`config.mk`:
```
export PLATFORM = sky130hd
export DESIGN_NAME = xmega_regs_wport
export DESIGN_NICKNAME = d
export VERILOG_FILES = /design/src/rtl/xmega_regs_wport.sv
export SDC_FILE = /design/constraint.sdc
export NUM_CORES = 1
export LEC_CHECK = 0
export ABC_AREA = 0
export CAP_MARGIN = 20
export CELL_PAD_IN_SITES_DETAIL_PLACEMENT = 1
export CELL_PAD_IN_SITES_GLOBAL_PLACEMENT = 2
export CORE_ASPECT_RATIO = 1.4
export CORE_MARGIN = 1.5
export CORE_UTILIZATION = 25
export CTS_BUF_LIST = sky130_fd_sc_hd__clkbuf_8 sky130_fd_sc_hd__clkbuf_16
export CTS_CLUSTER_SIZE = 24
export DETAILED_ROUTE_END_ITERATION = 12
export PLACE_DENSITY_LB_ADDON = 0.3
export SYNTH_ARGS = -nofsm -noshare
export SYNTH_HDL_FRONTEND = slang
export SYNTH_SLANG_ARGS = --single-unit
```
`constraint.sdc`:
```
create_clock -name clk -period 2.5 [get_ports clk]
set_clock_uncertainty 0.05 [all_clocks]
set_input_delay 0.375 -clock clk [delete_from_list [all_inputs] [get_ports clk]]
set_output_delay 0.375 -clock clk [all_outputs]
set_load 0.005 [all_outputs]
```
`src/rtl/xmega_regs_wport.sv`:
```
// Write-port sequencer for the xmega register file: zero-fill after reset, then
// fixed-priority sharing of the single write port between ALU, load FIFO and debug.
module xmega_regs_wport #(
    parameter string CLEAR_ON_RESET = "TRUE",
    parameter int    LD_DEPTH       = 2
) (
    input  logic        clk,
    input  logic        rst,
    input  logic [4:0]  alu_a,
    input  logic [15:0] alu_d,
    input  logic        alu_w,
    input  logic        alu_m,
    input  logic [4:0]  ld_a,
    input  logic [7:0]  ld_d,
    input  logic        ld_v,
    output logic        ld_full,
    output logic        ld_ovf,
    input  logic [4:0]  dbg_a,
    input  logic [7:0]  dbg_d,
    input  logic        dbg_req,
    output logic        dbg_ack,
    input  logic [4:0]  chk_a,
    output logic        chk_hit,
    output logic        busy,
    output logic [4:0]  rda,
    output logic [15:0] rd,
    output logic        rdw,
    output logic        rdm
);
    localparam bit DO_CLEAR = (CLEAR_ON_RESET == "TRUE");
    localparam int PW = $clog2(LD_DEPTH);
    localparam int CW = PW + 1;
    localparam logic [CW-1:0] DEPTH_C = CW'(LD_DEPTH);

    typedef enum logic {CLEAR, RUN} state_e;

    state_e        state_q, state_d;
    logic [3:0]    cnt_q, cnt_d;
    logic [PW-1:0] wr_ptr_q, wr_ptr_d, rd_ptr_q, rd_ptr_d;
    logic [CW-1:0] count_q, count_d;
    logic [4:0]    fa_q [LD_DEPTH];
    logic [4:0]    fa_d [LD_DEPTH];
    logic [7:0]    fd_q [LD_DEPTH];
    logic [7:0]    fd_d [LD_DEPTH];
    logic          ld_ovf_q, ld_ovf_d, ld_full_q, ld_full_d;
    logic          push, pop;
    logic [PW-1:0] idx;

    always_comb begin
        rda     = '0;
        rd      = '0;
        rdm     = 1'b0;
        rdw     = 1'b0;
        dbg_ack = 1'b0;
        pop     = 1'b0;
        if (!rst) begin
            if (state_q == CLEAR) begin
                rdw = 1'b1;
                rdm = 1'b1;
                rda = {1'b0, cnt_q};
            end else if (alu_w) begin
                rdw = 1'b1;
                rdm = alu_m;
                rda = alu_a;
                rd  = alu_d;
            end else if (count_q != '0) begin
                pop = 1'b1;
                rdw = 1'b1;
                rda = fa_q[rd_ptr_q];
                rd  = {8'h00, fd_q[rd_ptr_q]};
            end else if (dbg_req) begin
                rdw     = 1'b1;
                dbg_ack = 1'b1;
                rda     = dbg_a;
                rd      = {8'h00, dbg_d};
            end
        end
    end

    // Space is judged on the registered count, so a same-cycle pop never makes room.
    always_comb begin
        push     = ld_v && (state_q == RUN) && (count_q < DEPTH_C);
        state_d  = state_q;
        cnt_d    = cnt_q;
        wr_ptr_d = wr_ptr_q;
        rd_ptr_d = rd_ptr_q;
        count_d  = count_q;
        fa_d     = fa_q;
        fd_d     = fd_q;
        ld_ovf_d = ld_ovf_q;
        if (state_q == CLEAR) begin
            cnt_d = cnt_q + 4'd1;
            if (cnt_q == 4'hF) state_d = RUN;
        end
        if (push) begin
            fa_d[wr_ptr_q] = ld_a;
            fd_d[wr_ptr_q] = ld_d;
            wr_ptr_d       = wr_ptr_q + PW'(1);
        end
        if (pop) rd_ptr_d = rd_ptr_q + PW'(1);
        case ({push, pop})
            2'b10:   count_d = count_q + CW'(1);
            2'b01:   count_d = count_q - CW'(1);
            default: count_d = count_q;
        endcase
        if (ld_v && !push) ld_ovf_d = 1'b1;
        ld_full_d = (state_d == CLEAR) || (count_d == DEPTH_C);
    end

    always_comb begin
        chk_hit = 1'b0;
        idx     = '0;
        for (int k = 0; k < LD_DEPTH; k++) begin
            idx = rd_ptr_q + PW'(k);
            if ((CW'(k) < count_q) && (fa_q[idx] == chk_a)) chk_hit = 1'b1;
        end
    end

    always_ff @(posedge clk) begin
        if (rst) begin
            state_q   <= DO_CLEAR ? CLEAR : RUN;
            cnt_q     <= '0;
            wr_ptr_q  <= '0;
            rd_ptr_q  <= '0;
            count_q   <= '0;
            ld_ovf_q  <= 1'b0;
            ld_full_q <= DO_CLEAR;
        end else begin
            state_q   <= state_d;
            cnt_q     <= cnt_d;
            wr_ptr_q  <= wr_ptr_d;
            rd_ptr_q  <= rd_ptr_d;
            count_q   <= count_d;
            ld_ovf_q  <= ld_ovf_d;
            ld_full_q <= ld_full_d;
        end
    end

    always_ff @(posedge clk) begin
        fa_q <= fa_d;
        fd_q <= fd_d;
    end

    assign ld_full = rst | ld_full_q;
    assign ld_ovf  = ld_ovf_q;
    assign busy    = rst ? DO_CLEAR : (state_q == CLEAR);
endmodule

```
==> reports/qor.csv <==
metric,value,unit
ys_seq_area_share,47.73,%
rr_endpoint,count_q[0],
ys_seq_elements,37,
dpl_worst_slack,0.06675,ns
mappedNetlistNets,266,
tightest_slew,0.3249,ns
max_stage_delay,0.50,ns
die_w,80.41,um
relSlewSlack,77.72,%
num_vias,1862,
die_area,0.008954,sq mm
initial_core_util,25.73,%
reg2reg_from,count_q[1],
min_period,2.407,ns
startpoint_type,flop,
worst_hold_startpoint,ld_ovf,
grt_use_total,14.07,%
drt-initial-drc-count,35,
yosysTopAreaCellShare,37.23,%
cts_buffers,5,
crit_type,flop to output pin,
cp.arrival,1.98,ns
gp_congestion,0.7896,
cts_htree_levels,2,
postSynthCellCount,203,
cts_root_buf,clkbuf_16,
leakagePower,1.292,nW
cts_tree,built,
setup_viol,0,
irDropWorstVdd,0.0004426,V
cp-end-kind,output pin,
synth_area_per_cell,10.33,sq um
max_freq,415.4,MHz
die_h,111.4,um
via_per_inst,4.553,
p_per_area,423.1,mW/mm^2
rows,39,
crit_slowest_cell,clkdlybuf4s50_1,
grt_pass1_wl,9473,um
ant_nets,0,
hold_violations,0,
cts_num_sinks,37,
cp_data_required_time,2.08,ns
r2r_slack,0.53,ns
drive_gt1_share,14.66,%
clkSlewWorstSetupHoldPaths,0.05,ns
firstDrtPassIters,4,
maxCapViolCount,0,
syn_area,0.002097,sq mm
ys_top_cells_by_area,"edfxtp_1 37%, mux2i_1 13%, dfxtp_1 11%, xnor2_1 5.4%, nor2_1 4.3%",
ioPinCount,86,
regArea,0.001003,sq mm
cp.buffers_inverters,3,
ys_types,28,
final_nets,369,
clockBufferDepth,2,
synth_largest_area_cell,edfxtp_1,
finalMaxSlewViolations,0,
grt_antenna_before_repair,0,
fp.coreArea,0.008149,sq mm
r2r_cells,10,
synth-warning-count,0,
hold_class,flop to flop,
worst_slack,0.09259,ns
wirelength,6255,um
fillers,898,
min_period_over_period,96.30,%
drc,0,
status,"finished, final reports clean",
total_power,1.460,mW
grt.overflow.total,0,
cp_top_family,buffers and inverters,
grt_max_degree,31,
dp_hpwl,4765,um
crit_fanout,15,
wl_per_cell,15.29,um
multiInputGateArea,0.001055,sq mm
diodes,0,
hold_depth,2,
whs_endpoint,ld_ovf,
worstSkewPairLatency,0.27,ns
io_buffers,85,
cts_hold_buf,0,
area_growth,64.56,%
path_cells,"inv_1, ha_4, clkbuf_16, o21ai_0, mux2i_1, nor2_1, clkdlybuf4s50_1",
grt_pass1_vias,1881,
==> layer usage <==
layer,global-route usage [%],up-vias,wire length (um)
met4,5.747,0,125
li1,-,933,-
met5,0,-,0
met1,15.37,873,2351
met3,2.787,8,330
met2,25.77,48,3448
==> metrics by stage <==
step                std cells  area (sq um)  hold WS (ns)  utilization (%)  setup TNS (ns)
floorplan                 203          2097        0.4104                -               0
global placement          394          3171        0.4112            38.91               0
detailed placement        394          3171        0.4144            38.91               0
CTS                       407          3381        0.4272            41.49               0
global route              409          3451        0.4569            42.35       -0.009478
finish                    409          3451        0.4219            42.35               0
==> cells in the mapped netlist <==
library cell,number
nand3_1,15
and2b_2,1
buf_2,5
nor2b_1,3
a31oi_1,7
nand2b_1,7
nand2_1,4
a22o_1,1
mux2i_1,28
nor2_1,24
o311ai_0,1
inv_1,6
buf_6,2
clkbuf_1,6
nor4_2,1
a21oi_1,7
ha_1,5
and3_1,8
nor3_4,1
nor3_1,3
o21ai_0,14
edfxtp_1,26
xor2_1,1
nor4_1,1
mux2i_2,1
xnor2_1,13
or2_2,1
dfxtp_1,11
==> state kept, by name (all words and copies together), names as in the netlist <==
register / count
cnt_q: 4
count_q: 2
fa_q: 10
fd_q: 16
ld_full_q: 1
ld_ovf: 1
rd_ptr_q: 1
state_q: 1
wr_ptr_q: 1
==> timing repair <==
item,in CTS,in global routing
cloned,0,1
endpoints found under the setup margin,4,12
setup buffers,5,1
resized for setup,8,16
pin swaps,2,1
==> power breakdown <==
part	internal, mW	total [mW]	switching, mW	leakage, nW
Sequential	0.661	0.666	0.00503	0.324
Clock	0.389	0.611	0.222	0.0795
Combinational	0.122	0.184	0.0614	0.888
Total	1.17	1.46	0.288	1.29
==> cells by family (layout without fill, tap and decap cells) <==
family          Yosys count  count (layout)  synth area share, %
compound gates           30              30                7.936
xor+xnor                 14              14                5.847
fa+ha+maj                 5               5                2.983
buf+inv                  19             123                4.415
flops                    37              37                47.73
mux                      29              29                14.02
simple gates             69              69                17.06
==> layout make-up <==
cell class                      instances  area share [%]
Clock inverter                          2          0.2175
Timing Repair Buffer                  109           31.65
Clock buffer                            6           4.025
Tap cell                              102           3.698
Multi-Input combinational cell        147           30.57
Sequential cell                        37           29.08
Inverter                                6          0.7614
==> worst reg2reg max path, stage by stage (launching register included) <==
cell	delay, ns
dfxtp_1	0.35
inv_1	0.09
ha_4	0.19
clkbuf_16	0.17
nor3_4	0.21
inv_1	0.06
ha_1	0.35
buf_4	0.17
nor2_1	0.07
o21ai_0	0.09
a21oi_1	0.12
==> worst max-delay path by stage <==
stage                from   endpoint  slack [ns]  cells after the start
2_1_floorplan         rst  ld_full_q        0.66                      7
3_3_place_gp      dbg_req     rda[3]        0.07                      7
3_5_place_dp      dbg_req     rda[2]        0.07                      7
4_1_cts        count_q[0]     rda[3]       0.008                      7
5_1_grt        count_q[1]      rd[3]      -0.005                      7
6_report       count_q[1]      rd[3]        0.09                      7
==> placed cells by master, fill, tap and decap left out, drive strengths merged <==
cell type,count
a21oi,7
a22o,1
a31oi,7
and2b,1
and3,8
buf,23
clkbuf,7
clkdlybuf4s50,81
clkinvlp,1
dfxtp,11
dlygate4sd2,1
dlymetal6s2s,3
edfxtp,26
ha,5
inv,7
mux2i,29
nand2,4
nand2b,7
nand3,15
nor2,24
nor2b,3
nor3,4
nor4,2
o21ai,14
o311ai,1
or2,1
xnor2,13
xor2,1
No activity file was read; power rests on OpenSTA's default activity.
